==> config.mk <==
export PLATFORM = sky130hd
export DESIGN_NAME = sram_fabric_req_ctrl
export DESIGN_NICKNAME = d
export VERILOG_FILES = /design/src/rtl/sram_fabric_pkg.sv /design/src/rtl/sram_resp_fifo.sv /design/src/rtl/sram_fabric_req_ctrl.sv
export SDC_FILE = /design/constraint.sdc
export NUM_CORES = 1
export LEC_CHECK = 0
export ABC_AREA = 1
export BUFFER_PORTS_ARGS = -buffer_cell sky130_fd_sc_hd__clkbuf_2
export CAP_MARGIN = 15
export CORE_ASPECT_RATIO = 1.5
export CORE_MARGIN = 2
export CORE_UTILIZATION = 40
export DETAILED_ROUTE_END_ITERATION = 16
export GPL_ROUTABILITY_DRIVEN = 0
export GPL_TIMING_DRIVEN = 1
export PLACE_DENSITY = 0.57
export SYNTH_ARGS = -nofsm -noshare
export SYNTH_HDL_FRONTEND = slang
export SYNTH_SLANG_ARGS = --single-unit
==> constraint.sdc <==
create_clock -name clk -period 2.6 [get_ports clk]
set_input_delay 0.26 -clock clk [delete_from_list [all_inputs] [get_ports clk]]
set_output_delay 0.26 -clock clk [all_outputs]
set_load 0.005 [all_outputs]
==> src/rtl/sram_fabric_pkg.sv <==
// Shared types, width codes and address helpers for the fabric-side SRAM request path.
package sram_fabric_pkg;

  localparam int unsigned ADDR_W = 14;
  localparam int unsigned DATA_W = 32;
  localparam int unsigned ROW_W  = 9;
  localparam int unsigned UNIT_W = 2;
  localparam int unsigned OFF_W  = 3;
  localparam int unsigned CONF_W = 3;

  localparam logic [CONF_W-1:0] CONF_32 = 3'b101;
  localparam logic [CONF_W-1:0] CONF_16 = 3'b100;
  localparam logic [CONF_W-1:0] CONF_8  = 3'b011;
  localparam logic [CONF_W-1:0] CONF_4  = 3'b010;
  localparam logic [CONF_W-1:0] CONF_2  = 3'b001;
  localparam logic [CONF_W-1:0] CONF_1  = 3'b000;

  typedef struct packed {
    logic [ROW_W-1:0]  row;
    logic [UNIT_W-1:0] unit;
    logic [OFF_W-1:0]  offset;
    logic              err;
  } addr_fields_t;

  typedef struct packed {
    logic [DATA_W-1:0] data;
    logic              err;
  } resp_entry_t;

  typedef struct packed {
    logic act;
    logic track;
    logic err;
  } tag_t;

  function automatic logic [2:0] width_shift(input logic [CONF_W-1:0] conf);
    case (conf)
      CONF_32: return 3'd5;
      CONF_16: return 3'd4;
      CONF_8:  return 3'd3;
      CONF_4:  return 3'd2;
      CONF_2:  return 3'd1;
      default: return 3'd0;
    endcase
  endfunction

  function automatic logic [DATA_W-1:0] width_mask(input logic [CONF_W-1:0] conf);
    logic [5:0] bits;
    bits = 6'(1) << width_shift(conf);
    if (bits == 6'd32) return '1;
    return (DATA_W'(1) << bits) - DATA_W'(1);
  endfunction

  // Flat address is {row, slot, unit}; upper bits beyond the row field must be zero.
  function automatic addr_fields_t decompose_addr(input logic [ADDR_W-1:0] lin,
                                                  input logic [CONF_W-1:0] conf);
    addr_fields_t f;
    f = '0;
    case (conf)
      CONF_32: begin
        f.row = lin[8:0];
        f.err = |lin[13:9];
      end
      CONF_16: begin
        f.row  = lin[9:1];
        f.unit = {1'b0, lin[0]};
        f.err  = |lin[13:10];
      end
      CONF_8: begin
        f.row  = lin[10:2];
        f.unit = lin[1:0];
        f.err  = |lin[13:11];
      end
      CONF_4: begin
        f.row    = lin[11:3];
        f.unit   = lin[1:0];
        f.offset = {lin[2], 2'b00};
        f.err    = |lin[13:12];
      end
      CONF_2: begin
        f.row    = lin[12:4];
        f.unit   = lin[1:0];
        f.offset = {lin[3:2], 1'b0};
        f.err    = lin[13];
      end
      CONF_1: begin
        f.row    = lin[13:5];
        f.unit   = lin[1:0];
        f.offset = lin[4:2];
      end
      default: f.err = 1'b1;
    endcase
    return f;
  endfunction

endpackage

==> src/rtl/sram_resp_fifo.sv <==
// Synchronous response FIFO; count feeds the upstream credit check.
module sram_resp_fifo
  import sram_fabric_pkg::*;
#(
  parameter int unsigned DEPTH = 4
) (
  input  logic                         clk,
  input  logic                         rst,
  input  logic                         push,
  input  resp_entry_t                  push_data,
  input  logic                         pop,
  output logic                         valid,
  output resp_entry_t                  head,
  output logic [$clog2(DEPTH+1)-1:0]   count
);

  localparam int unsigned CNT_W = $clog2(DEPTH + 1);
  localparam int unsigned PTR_W = (DEPTH > 1) ? $clog2(DEPTH) : 1;

  resp_entry_t      mem [DEPTH];
  logic [PTR_W-1:0] wr_ptr;
  logic [PTR_W-1:0] rd_ptr;
  logic             do_pop;

  assign valid  = (count != '0);
  assign do_pop = pop & valid;
  assign head   = valid ? mem[rd_ptr] : '0;

  always_ff @(posedge clk) begin
    if (rst) begin
      wr_ptr <= '0;
      rd_ptr <= '0;
      count  <= '0;
    end else begin
      assert (!(push && !do_pop && count == CNT_W'(DEPTH)))
        else $error("sram_resp_fifo: push into full FIFO");
      if (push) begin
        mem[wr_ptr] <= push_data;
        wr_ptr      <= (wr_ptr == PTR_W'(DEPTH - 1)) ? '0 : wr_ptr + PTR_W'(1);
      end
      if (do_pop) begin
        rd_ptr <= (rd_ptr == PTR_W'(DEPTH - 1)) ? '0 : rd_ptr + PTR_W'(1);
      end
      count <= count + CNT_W'(push) - CNT_W'(do_pop);
    end
  end

endmodule

==> src/rtl/sram_fabric_req_ctrl.sv <==
// Fabric request controller: decomposes flat addresses, drives the SRAM interface
// registers and returns in-order responses under credit control.
module sram_fabric_req_ctrl
  import sram_fabric_pkg::*;
#(
  parameter int unsigned READ_LAT   = 2,
  parameter int unsigned RESP_DEPTH = 4
) (
  input  logic              clk,
  input  logic              rst,
  input  logic [CONF_W-1:0] cfg_conf,
  input  logic              req_valid,
  output logic              req_ready,
  input  logic              req_we,
  input  logic [ADDR_W-1:0] req_addr,
  input  logic [DATA_W-1:0] req_wdata,
  output logic              resp_valid,
  input  logic              resp_ready,
  output logic [DATA_W-1:0] resp_data,
  output logic              resp_err,
  output logic              busy,
  output logic              sram_csb,
  output logic              sram_web,
  output logic [ROW_W-1:0]  sram_addr,
  output logic [UNIT_W-1:0] sram_addr_2_4,
  output logic [OFF_W-1:0]  sram_addr_3_8,
  output logic [CONF_W-1:0] sram_conf,
  output logic [DATA_W-1:0] sram_d_fabric,
  input  logic [DATA_W-1:0] sram_d_out
);

  localparam int unsigned IF_W   = $clog2(RESP_DEPTH + READ_LAT + 2);
  localparam int unsigned FCNT_W = $clog2(RESP_DEPTH + 1);

  addr_fields_t       fields;
  logic               accept;
  tag_t               req_tag_q;
  tag_t               pipe_q [READ_LAT];
  tag_t               last;
  logic               push;
  logic               pop;
  resp_entry_t        push_entry;
  resp_entry_t        head;
  logic [FCNT_W-1:0]  fifo_count;
  logic [FCNT_W-1:0]  fifo_count_nxt;
  logic [IF_W-1:0]    inflight;
  logic               busy_nxt;

  assign fields = decompose_addr(req_addr, cfg_conf);
  assign accept = req_valid & req_ready;

  // Request register stage: csb/web pulse low for one cycle per good request.
  always_ff @(posedge clk) begin
    if (rst) begin
      sram_csb      <= 1'b1;
      sram_web      <= 1'b1;
      sram_addr     <= '0;
      sram_addr_2_4 <= '0;
      sram_addr_3_8 <= '0;
      sram_conf     <= '0;
      sram_d_fabric <= '0;
      req_tag_q     <= '0;
    end else begin
      sram_csb  <= !(accept && !fields.err);
      sram_web  <= !(accept && !fields.err && req_we);
      req_tag_q <= '{act: accept, track: accept && (!req_we || fields.err),
                     err: accept && fields.err};
      if (accept) begin
        sram_addr     <= fields.row;
        sram_addr_2_4 <= fields.unit;
        sram_addr_3_8 <= fields.offset;
        sram_conf     <= cfg_conf;
        sram_d_fabric <= req_wdata;
      end
    end
  end

  always_ff @(posedge clk) begin
    if (rst) begin
      for (int unsigned i = 0; i < READ_LAT; i++) pipe_q[i] <= '0;
    end else begin
      pipe_q[0] <= req_tag_q;
      for (int unsigned i = 1; i < READ_LAT; i++) pipe_q[i] <= pipe_q[i-1];
    end
  end

  assign last            = pipe_q[READ_LAT-1];
  assign push            = last.act & last.track;
  assign push_entry.err  = last.err;
  assign push_entry.data = last.err ? '0 : (sram_d_out & width_mask(cfg_conf));
  assign pop             = resp_valid & resp_ready;

  sram_resp_fifo #(.DEPTH(RESP_DEPTH)) u_fifo (
    .clk       (clk),
    .rst       (rst),
    .push      (push),
    .push_data (push_entry),
    .pop       (pop),
    .valid     (resp_valid),
    .head      (head),
    .count     (fifo_count)
  );

  assign resp_data = head.data;
  assign resp_err  = head.err;

  // Credits count every response already owed, whether still in the pipe or queued.
  always_comb begin
    inflight = IF_W'(fifo_count) + IF_W'(req_tag_q.track);
    for (int unsigned i = 0; i < READ_LAT; i++) inflight = inflight + IF_W'(pipe_q[i].track);
  end

  assign req_ready = !rst && (inflight < IF_W'(RESP_DEPTH));

  always_comb begin
    fifo_count_nxt = fifo_count + FCNT_W'(push) - FCNT_W'(pop);
    busy_nxt       = accept | req_tag_q.act | (fifo_count_nxt != '0);
    for (int unsigned i = 0; i + 1 < READ_LAT; i++) busy_nxt = busy_nxt | pipe_q[i].act;
  end

  always_ff @(posedge clk) begin
    if (rst) busy <= 1'b0;
    else     busy <= busy_nxt;
  end

endmodule
== Word level (Yosys, flattened, before mapping) ==
Memory sizes are Yosys's and may differ from the RTL's. A register that Yosys moved wholly into a read port is not among the register bits.
Cells that the tools add are included.
Cells by class
  order comparisons: 1
  shifts and indexed selects: 2
  bitwise operators: 10
  add/sub/neg operators: 9
  reductions and logical operators: 19
  muxes and demuxes: 22
  equality and inequality tests: 8
Operators with widths (count)
  two-way mux 32 bit: 3
  one-hot mux 9 bit (6 select lines): 1
  two-way mux 33 bit: 1
  bitwise AND 32 bit: 1
  << shifter 1 x 6 -> 32 bit, first input constant: 1
  subtractor 32 x 2 -> 32 bit, second input constant: 1
  one-hot mux 3 bit (5 select lines): 1
  adder 3 x 1 -> 3 bit: 4
  one-hot mux 3 bit (3 select lines): 1
  two-way mux 2 bit: 4
  OR reduction 4 bit: 2
  two-way mux 1 bit: 7
  == test 3 x 2 -> 1 bit, second input constant: 2
  == test 3 bit, second input constant: 2
  == test 6 bit, second input constant: 1
  two-way mux 3 bit: 2
  one-hot mux 1 bit (6 select lines): 1
  nonzero test 3 bit: 2
  << shifter 1 x 3 -> 6 bit, first input constant: 1
  subtractor 3 x 1 -> 3 bit: 2
  logical AND 1 bit: 5
  zero test 1 bit: 5
  bitwise OR 1 bit: 5
  OR reduction 5 bit: 1
  10 further kinds: 15
Storage, ports and cells
  register bits: 62
  logic and storage cells: 87
  bits in writable memories: 138
  output and inout port bits: 87
  input port bits: 86
  memories kept: 2
Memory list
  u_fifo.mem: depth 4, bits a word 33, rd ports 1, clocked after Yosys merged registers in 1, write ports 1, line sram_resp_fifo.sv:20  | resp_entry_t mem [DEPTH];
  pipe_q: depth 2, bits a word 3, rd ports 2, clocked after Yosys merged registers in 0, write ports 2, line sram_fabric_req_ctrl.sv:38  | tag_t pipe_q [READ_LAT];

== Logic depth before layout (Yosys ltp) ==
Gate-level depths: netlist of the first run.
  word-level depth: 9
  mapped depth: 12
  mapped depth without buffers: 12

== Modules after synthesis ==
Synthesis of the first run repeated with hierarchy kept, for this count alone.
Second synthesis, totals
  cell total of the unflattened synthesis: 1107
  area, all modules: 9281.4 µm²
By module, submodules not included
  sram_resp_fifo: instances 1, sequential area each 4144.0 µm², cells each 582, area each 5983.2 µm²
  sram_fabric_req_ctrl: instances 1, sequential area each 1221.2 µm², cells each 525, area each 3298.2 µm²

== Least setup slack after synthesis of the first run ==
No wires, ideal clock.
  path type: reg2reg
  from: register u_fifo.wr_ptr[0]
  to: memory u_fifo.mem[2][0] (netlist name) (enable)
  path buffers: 0
  clock period less this slack: 2.410 ns
  setup time: 0.423 ns
  cell stages (with the launch flop): 5
  arrival: 1.986 ns
  data required time: 2.177 ns
  slack: 0.190 ns
  cell sequence: dfxtp_1 -> inv_1 -> ha_1 -> inv_1 -> nor2_1
RTL lines
  from (decl): line sram_resp_fifo.sv:21  | logic [PTR_W-1:0] wr_ptr;
  from (signal assigned): line sram_resp_fifo.sv:39  | wr_ptr <= (wr_ptr == PTR_W'(DEPTH - 1)) ? '0 : wr_ptr + PTR_W'(1);
  to (decl): line sram_resp_fifo.sv:20
Straight into the memory's write port.

== Worst setup path after layout of the first run ==
  from: register u_fifo.count[2]
  to: output port resp_data[8]
Between the ends
  cells in the longest elaborated chain, start to end: 2
Ends and longest elaborated chain
  from (decl): line sram_resp_fifo.sv:14  | output logic [$clog2(DEPTH+1)-1:0] count
  from (signal assigned): line sram_resp_fifo.sv:44  | count <= count + CNT_W'(push) - CNT_W'(do_pop);
  nonzero test 3 bit: line sram_resp_fifo.sv:25  | assign valid = (count != '0);
  two-way mux 33 bit: line sram_resp_fifo.sv:27  | assign head = valid ? mem[rd_ptr] : '0;
  to (decl): line sram_fabric_req_ctrl.sv:19  | output logic [DATA_W-1:0] resp_data,
Every way passes these cells.

==> results of run 1 <==
-- flip-flops by register name, indices dropped and copies added (netlist names), 2 cells and up, named ones only --
register       flops
sram_d_fabric     32
sram_conf          3
pipe_q             6
u_fifo.count       3
u_fifo.rd_ptr      2
u_fifo.wr_ptr      2
sram_addr_3_8      3
req_tag_q          3
sram_addr          9
sram_addr_2_4      2
u_fifo.mem       132
-- worst paths after layout --
kind,startpoint,cells past startpoint,slack [ns],end
setup / recovery,u_fifo.count[2]$_SDFF_PP0_,6,0.24,resp_data[8]
hold / removal,req_addr[0],3,0.06,sram_addr_2_4[0]$_SDFFE_PP0P_
setup reg to reg,u_fifo.count[0]$_SDFF_PP0_,11,0.51,sram_addr_2_4[0]$_SDFFE_PP0P_
hold reg to reg,pipe_q[0][0]$_SDFF_PP0_,2,0.40,pipe_q[0][3]$_SDFF_PP0_
-- cells in the mapped netlist --
master	count
buf_4	5
buf_1	3
nor3b_1	1
o21ai_0	74
o22ai_1	1
a22oi_1	7
a211oi_1	1
o21ai_1	5
o21ai_2	2
inv_2	8
xor2_1	1
clkinv_1	1
clkinv_2	2
conb_1	1
nor2_4	3
inv_1	79
nor2_2	3
dfxtp_1	70
edfxtp_1	132
nand3_2	3
a21oi_2	1
nand4_1	4
nand3_4	1
buf_2	13
nor3_1	2
fa_1	1
clkbuf_1	21
nand2_2	1
nor2_1	213
o211ai_1	1
inv_4	2
nand2_4	3
nand3_1	9
ha_1	12
a21oi_1	84
o211a_1	1
nand2_1	168
-- layer usage --
layer	GRT usage	up-vias
met1	0.2012	3162
li1	-	3462
met5	0	-
met2	0.3397	159
met4	0.05978	0
met3	0.03716	33
-- cells in the final DEF, fill, tap and decap left out, types with 5 or more instances in the layout --
master	Yosys	layout
nor2_1	213	209
clkbuf_2	0	172
nand2_1	168	168
edfxtp_1	132	132
a21oi_1	84	84
inv_1	79	79
o21ai_0	74	74
dfxtp_1	70	69
dlygate4sd3_1	0	33
clkbuf_16	0	20
ha_1	12	12
buf_4	5	9
inv_2	8	8
nand3_1	9	8
nor2_4	3	7
a22oi_1	7	7
clkbuf_1	21	6
o21ai_1	5	5
buf_12	0	5
-- cell families (layout without fill, tap and decap cells) --
logic type,after synthesis,count (layout)
flip-flops,202,202
XOR/XNOR,1,1
other,1,1
buffers and inverters,134,348
AND/OR/NAND/NOR,411,411
AO/OA/AOI/OAI,177,177
adder cells (fa/ha/maj),13,13
-- stage by stage --
step / setup slack [ns] / instances
finish: 0.2385 / 1425
global route: 0.02536 / 1425
CTS: 0.1087 / 1425
detailed placement: 0.3009 / 1356
global placement: 0.4076 / 1356
floorplan: 0.1905 / 939
-- worst max-delay path, delay by kind of cell (launching register included) --
kind            cells  cell delay (ns)
compound gates      1             0.23
buf+inv             4             0.89
flops               1             0.36
simple gates        1             0.12
-- final cells by class --
type	count	area [um^2]
Clock buffer	26	523.0
Multi-Input combinational cell	603	2801
Fill cell	2034	10630
Tap cell	272	340.3
Inverter	92	352.8
Clock inverter	10	88.84
Timing Repair Buffer	220	1370
Sequential cell	202	5366
-- repair_timing --
action | CTS | global route
buffers inserted | 0 | 0
hold endpoints to repair | 33 | 0
resized for setup | 0 | 2
hold buffers | 33 | 0
endpoints found under the setup margin | 0 | 3
-- power by group through the flow --
stage / logic [mW] / clock network, mW / registers [mW]
final: 2.43 / 2.69 / 3.63
after CTS: 2.48 / 2.76 / 3.63
after global routing: 2.75 / 2.88 / 3.65
after global placement: 2.41 / 0 / 3.70
after floorplan: 1.43 / 0 / 3.69
after detailed placement: 2.43 / 0 / 3.70
==> qor.csv, run 1 <==
metric,value,unit
status,"finished, final reports clean",
first-pass GRT wire length,33350,um
Avg WL per Cell,14.72,um
unrepaired setup endpoints after global routing,false,
adder-cell share of the synthesized area,0.01961,
layout cell share with drive strength beyond 1,0.2168,
actual slew at the worst max-slew pin,0.7288,ns
Pwr Density,807.6,nW/um^2
CTS Buf Count,20,
wire length on met2,10940,um
syn_area_per_cell,9.241,um^2
crit path max fanout,15,
Post-Synthesis Cells,939,
Placed Instance Area,9892,um^2
main combinational cell family by area after synthesis,simple AND/OR/NAND/NOR gates,
largest net degree at the start of global routing,67,
die height,184.4,um
Clock Power Share,0.308,
leakage,4.635,nW
Fin Hold WS,0.05672,ns
syn_nets,1038,
Final HPWL DP,13180,um
Synth Area in XOR/XNOR,0.001009,
vias,6816,
max cap viols,0,
P_int,5.984,mW
post-synthesis sequential area ratio,0.6183,
Setup Skew,0.01896,ns
Ys Warns,0,
count of final setup violators,0,
startpoint types,flip-flop,
H-tree levels,1,
met3 WL,1150,um
GRT Total Usage,0.1801,
Peak VDD IR,0.5485,mV
multiplexer share of the synthesized area,0,
sequential share of power,0.415,
DRT iter0 DRCs,283,
Finished Core Util,0.5050,
Finished Cell Area,10840,um^2
crit end category,output port,
share of the synthesized area in the top cell type,0.4568,
max incr delay on CP,0.36,ns
DRT met1 WL,8343,um
antenna violations before repair,0,
#FFs+latches synth,202,
Clock Pin Slew Worst Setup and Hold Paths,0.06,ns
top layer in use,met4,
vias in the first global route,6677,
"area leader, netlist",edfxtp_1,
simple-gate share of the synthesized area,0.1911,
min Tclk post-route,2.361,ns
synthesized area,8677,um^2
Design Power,8.757,mW
worst path cell trace,"inv_1, nand2_1, inv_1, buf_4, a21oi_1, clkbuf_2",
Synth Area in Compound Gates,0.1067,
Synth cell types,37,
num rows,66,
Worst Path Arrival,2.10,ns
Switching Fraction,0.3167,
Die X,124.3,um
max-slew violations,0,
CORE AREA,21470,um^2
Post-DRT Antenna Nets,0,
Tcrit/Tclk final,0.9083,
CTS root buf,clkbuf_16,
DRT Wirelength,20980,um
Comb pwr share,0.278,
Setup TNS,0,ns
WS Path Type,flip-flop to output port,
gr ovfl total,0,
largest cells by area after synthesis,"edfxtp_1 (46%), dfxtp_1 (16%), nor2_1 (9.2%)",
Ant. Diodes,0,
Fmax,423.5,MHz
die area,22910,um^2
clk sinks,202,
DR DRC count,0,
Port-buffer cells,172,
NumNets Final,1238,
CTS tree,done,
critical path required time,2.34,ns
sw power,2.773,mW
final hold violation count,0,
type of the worst min-delay path,input pin to flip-flop,
Detailed Routing Iterations Pass 1,5,
Skew-Pair Late Insertion Delay,0.50,ns
Initial Util,0.4041,
slowest CP cell,dfxtp_1,
IO Pins,173,
most frequent CP cell,inv_1,
clock buffer depth,3,
post-DR vias/cell,4.783,
Slew HR,0.5136,
Layout Area Growth over Synthesis,24.96,%
No activity file was read; power rests on OpenSTA's default activity.
==> inputs of run 2 (changes only) <==
Settings changed: ABC_AREA 1 to default.
==> run 2 against run 1 <==
Sequential power about the same. Synthesized cell count down 30%. Non-clock buffer count down 10. Core utilization grew 0.31 points. First-iteration DRC count rose by 14%. Clock power grew 8.2%. Global-route usage up 0.94 points. Worst hold slack got worse by 0.047 ns. Worst setup slack worse by 0.099 ns. Largest power group unchanged. Highest routed layer unchanged.
==> qor.csv, run 2 <==
metric,value,unit
Finished Core Util,0.5081,
Layout Area Growth over Synthesis,24.18,%
Clock Pin Slew Worst Setup and Hold Paths,0.06,ns
Final HPWL DP,14200,um
status,"finished, final reports clean",
Post-synth EDFFs,132,
unrepaired setup endpoints after global routing,false,
IO Pins,173,
largest cells by area after synthesis,"edfxtp_1 (46%), dfxtp_1 (16%), mux4_2 (8.6%)",
max reg flops,132,
share of the synthesized area in the top cell type,0.4581,
Avg WL per Cell,18.84,um
worst path cell trace,"inv_1, fa_2, inv_1, ha_1, and3b_2, o211a_4, nor2_1, clkbuf_2",
NumNets Final,943,
Slew HR,0.5909,
Worst Path Arrival,2.20,ns
post-synthesis sequential area ratio,0.6201,
Setup TNS,0,ns
final hold violation count,0,
max-slew violations,0,
type of the worst min-delay path,input pin to flip-flop,
Port-buffer cells,172,
max cap viols,0,
Ant. Diodes,0,
slowest CP cell,fa_2,
antenna violations before repair,0,
first-pass GRT wire length,33610,um
H-tree levels,1,
num rows,65,
gr ovfl total,0,
DR DRC count,0,
CTS tree,done,
Pwr Density,763.2,nW/um^2
clk sinks,202,
CTS Buf Count,20,
Peak VDD IR,0.4730,mV
DRT Wirelength,21190,um
Tcrit/Tclk final,0.9463,
"count leader, synth",edfxtp_1,
GRT Total Usage,0.1894,
Multi-input gate area,3038,um^2
critical path required time,2.34,ns
crit end category,output port,
FF+latch area,5369,um^2
"area leader, netlist",edfxtp_1,
clock buffer depth,3,
synthesized area,8652,um^2
Fillers,1865,
hold path depth,3,
Synth top cells by count,"edfxtp_1 (132), dfxtp_1 (70), a21oi_1 (62), and2_1 (61), o21ai_0 (52)",
vias,6015,
die height,184.1,um
leakage,4.143,nW
DRT iter0 DRCs,322,
actual slew at the worst max-slew pin,0.6130,ns
Die X,124.1,um
die area,22850,um^2
Synth cell types,55,
Skew-Pair Late Insertion Delay,0.48,ns
vias in the first global route,6334,
#FFs+latches synth,202,
Detailed Routing Iterations Pass 1,5,
WS Path Type,flip-flop to output port,
pre-CTS WS,0.03850,ns
CORE AREA,21150,um^2
Synth Flop Type,edfxtp_1,
layout cell share with drive strength beyond 1,0.3337,
startpoint types,flip-flop,
Synth async-reset ratio,0,
crit path max fanout,3,
Ys Warns,0,
CTS root buf,clkbuf_16,
most frequent CP cell,inv_1,
R2R depth,10,
largest net degree at the start of global routing,44,
syn_nets,758,
"commonest non-fill, non-tap cell in the layout",clkbuf_2,
Post-Synthesis Cells,659,
post-DR vias/cell,5.347,
Initial Util,0.4092,
count of final setup violators,0,
min Tclk post-route,2.460,ns
Setup Skew,0.007563,ns
max incr delay on CP,0.35,ns
Post-DRT Antenna Nets,0,
biggest regs,"u_fifo.mem (132), sram_d_fabric (32), sram_addr (9)",
final worst slack,0.1395,ns
syn_area_per_cell,13.13,um^2
Fmax,406.4,MHz
most flop-heavy register,u_fifo.mem,
"commonest non-fill, non-tap cells in the layout","clkbuf_2 (172), edfxtp_1 (132), dfxtp_1 (67)",
## run 2: cell count changes in the layout (fill, tap and decap cells not counted), moves of 8 or more
cell and change:
a21oi_1 -22, nand2_1 -151, mux2i_1 +9, dlygate4sd3_1 -19, o21ai_0 -22, nor2b_1 +9, nand3_1 +31, buf_4 +8
mux4_2 +33, nor2_1 -193, inv_1 -60, mux2_2 +10, inv_2 -8, and2_1 +57
## run 2: logic make-up after synthesis
| group | after synthesis | synth area share |
|---|---|---|
| flip-flops | 202 | 0.6201 |
| AND/OR/NAND/NOR | 176 | 0.1144 |
| AO/OA/AOI/OAI | 145 | 0.09892 |
| buffers and inverters | 66 | 0.03312 |
| multiplexers | 52 | 0.1093 |
| adder cells (fa/ha/maj) | 13 | 0.01967 |
| XOR/XNOR | 4 | 0.004050 |
| other | 1 | 0.0004334 |
## run 2: path summary, 6_finish.rpt
path,start,end,slack (ns)
worst max-delay path,u_fifo.count[0]$_SDFF_PP0_,req_ready,0.14
worst min-delay path,req_wdata[3],sram_d_fabric[3]$_SDFFE_PP0P_,0.01
worst max register to register,u_fifo.count[0]$_SDFF_PP0_,sram_addr[4]$_SDFFE_PP0P_,0.30
worst min register to register,req_tag_q[0]$_SDFF_PP0_,pipe_q[0][0]$_SDFF_PP0_,0.43
## run 2: what timing repair did
action,CTS,global route
setup buffers,3,0
hold buffers,14,0
setup endpoints to repair,1,1
endpoints found under the hold margin,15,0
cloned,2,0
resized for setup,1,2
pin swaps,1,0
## run 2: area by class of cell
| cell class | instances | area share |
|---|---|---|
| clock inverter | 9 | 0.008734 |
| tap | 268 | 0.03121 |
| multi-input combinational | 393 | 0.2828 |
| clock buffer | 26 | 0.05357 |
| inverter | 17 | 0.005939 |
| timing repair buffer | 210 | 0.1181 |
| sequential | 202 | 0.4997 |
## run 2: power breakdown
| group | internal (mW) | switching (mW) |
|---|---|---|
| combinational | 0.807 | 0.851 |
| clock | 1.76 | 1.15 |
| sequential | 3.53 | 0.100 |
## run 2: stage by stage
step                instances  area [um^2]  hold slack, ns  total power [mW]
floorplan                 659         8652          0.3318             4.669
global placement         1071         9887          0.4206             5.296
detailed placement       1071         9887          0.4234             5.339
CTS                      1125        10740      0.00002731             8.312
global route             1125        10740         0.01190             8.600
finish                   1125        10740        0.009757             8.199
## run 2: per-layer routing
layer	wire [um]	GRT usage	vias up
li1	-	-	2833
met1	8448	0.2268	2944
met2	10970	0.3432	216
met3	1447	0.04208	22
met4	324	0.04180	0
met5	0	0	-
## run 2: worst max-delay path, delay by kind of cell (launching register included)
family | cells | cell delay, ns
flops | 1 | 0.34
fa+ha+maj | 2 | 0.58
compound gates | 1 | 0.24
buf+inv | 3 | 0.24
simple gates | 2 | 0.32
==> inputs of run 3 (changes only) <==
Settings changed: CELL_PAD_IN_SITES_DETAIL_PLACEMENT from default to 0, CELL_PAD_IN_SITES_GLOBAL_PLACEMENT from default to 1, PLACE_DENSITY 0.57 to 0.69.
==> run 3 against run 2 <==
Non-clock buffer count up 7. Core utilization grew 0.39 points. Maximum frequency decreased by 1.8%. Global-route usage is 0.20 points lower. Routed wire length hardly changed.
==> qor.csv, run 3 (same netlist as run 2, synthesis figures left out) <==
metric,value,unit
status,"finished, final reports clean",
CTS Buf Count,20,
gr ovfl total,0,
Tcrit/Tclk final,0.9636,
slowest CP cell,fa_1,
Design Power,8.282,mW
largest net degree at the start of global routing,52,
Slew HR,0.4785,
DR DRC count,0,
CORE AREA,21150,um^2
Clock Pin Slew Worst Setup and Hold Paths,0.06,ns
worst path cell trace,"inv_1, fa_1, inv_1, ha_1, and3b_2, o211a_4, nor2_2, clkbuf_2",
first-pass GRT wire length,33870,um
max reg flops,132,
Skew-Pair Late Insertion Delay,0.49,ns
num rows,65,
max-slew violations,0,
Fin Hold WS,0.01364,ns
die height,184.1,um
Peak VDD IR,0.4958,mV
GRT Total Usage,0.1875,
leakage,4.152,nW
clk sinks,202,
die area,22850,um^2
count of final setup violators,0,
layout cell share with drive strength beyond 1,0.3306,
vias,6043,
Setup Skew,0.007215,ns
final hold violation count,0,
H-tree levels,1,
Placed Instance Area,9851,um^2
clock buffer depth,3,
Initial Util,0.4092,
IO Pins,173,
"commonest non-fill, non-tap cells in the layout","clkbuf_2 (172), edfxtp_1 (132), dfxtp_1 (69)",
type of the worst min-delay path,input pin to flip-flop,
Finished Cell Area,10830,um^2
WS Path Type,flip-flop to output port,
unrepaired setup endpoints after global routing,true,
Detailed Routing Iterations Pass 1,4,
crit end category,output port,
CTS root buf,clkbuf_16,
Fmax,399.1,MHz
Die X,124.1,um
crit path max fanout,3,
actual slew at the worst max-slew pin,0.7813,ns
max cap viols,0,
DRT Wirelength,21170,um
Worst Path Arrival,2.25,ns
Final HPWL DP,13940,um
max incr delay on CP,0.37,ns
critical path required time,2.34,ns
Fillers,1882,
most frequent CP cell,inv_1,
biggest regs,"u_fifo.mem (132), sram_d_fabric (32), sram_addr (9)",
Port-buffer cells,172,
DRT iter0 DRCs,343,
post-DR vias/cell,5.334,
startpoint types,flip-flop,
antenna violations before repair,0,
min Tclk post-route,2.505,ns
Post-DRT Antenna Nets,0,
Layout Area Growth over Synthesis,25.13,%
Avg WL per Cell,18.68,um
Pwr Density,765.0,nW/um^2
NumNets Final,950,
CTS tree,done,
"commonest non-fill, non-tap cell in the layout",clkbuf_2,
Ant. Diodes,0,
most flop-heavy register,u_fifo.mem,
worst reg2reg setup slack,0.20,ns
vias in the first global route,6393,
==> run 3: changes by cell type in the layout (fill, tap and decap cells not counted), sizes merged <==
cell         previous run  this run
clkbuf                198       193
clkinv                  4         9
buf                    24        22
bufinv                  2         3
inv                    20        16
dlygate4sd3            14        23
clkinvlp                0         4
==> run 3: stage by stage <==
step | std cells | setup WS [ns] | TNS (ns) | utilization
global placement | 1068 | 0.2631 | 0 | 0.4659
finish | 1133 | 0.09463 | 0 | 0.5120
CTS | 1130 | 0.0008049 | 0 | 0.5104
global route | 1133 | -0.01867 | -0.01867 | 0.5120
floorplan | 659 | 0.2491 | 0 | -
detailed placement | 1068 | 0.1804 | 0 | 0.4659
==> run 3: layer usage <==
layer,part of all wire,GRT usage,vias up
li1,-,-,2858
met1,0.39,0.2177,2979
met2,0.53,0.3484,185
met3,0.067,0.04363,21
met4,0.013,0.03506,0
met5,0,0,-
==> run 3: area by class of cell <==
| type | count | area (um^2) | share of cell area |
|---|---|---|---|
| clock buffer | 21 | 525.5 | 0.04854 |
| multi-input combinational | 393 | 3045 | 0.2813 |
| clock inverter | 15 | 156.4 | 0.01445 |
| timing repair buffer | 217 | 1331 | 0.1230 |
| sequential | 202 | 5369 | 0.4959 |
| tap | 268 | 335.3 | 0.03097 |
| inverter | 17 | 63.81 | 0.005894 |
==> run 3: critical path: cells and delay by family (launching register included) <==
| kind | cells | cell delay (ns) |
|---|---|---|
| adder cells (fa/ha/maj) | 2 | 0.60 |
| buffers and inverters | 3 | 0.24 |
| AND/OR/NAND/NOR | 2 | 0.32 |
| AO/OA/AOI/OAI | 1 | 0.25 |
| flip-flops | 1 | 0.34 |
==> run 3: where the power goes <==
group          total, mW  internal (mW)  switching [mW]
logic               1.66          0.806           0.850
clock network       2.99           1.77            1.23
registers           3.63           3.53          0.0999
==> run 3: what timing repair did <==
action | CTS | global route
hold buffers | 23 | 0
buffers inserted | 1 | 3
cloned | 2 | 0
endpoints found under the setup margin | 1 | 12
pin swaps | 1 | 0
gates resized for setup | 1 | 3
endpoints found under the hold margin | 24 | 0
==> run 3: path summary, 6_finish.rpt <==
| path | startpoint | endpoint | cells after the start |
|---|---|---|---|
| min | req_wdata[24] | sram_d_fabric[24]$_SDFFE_PP0P_ | 3 |
| min reg2reg | req_tag_q[0]$_SDFF_PP0_ | pipe_q[0][0]$_SDFF_PP0_ | 1 |
| max reg2reg | u_fifo.count[0]$_SDFF_PP0_ | sram_d_fabric[12]$_SDFFE_PP0P_ | 10 |
| max | u_fifo.count[0]$_SDFF_PP0_ | req_ready | 8 |
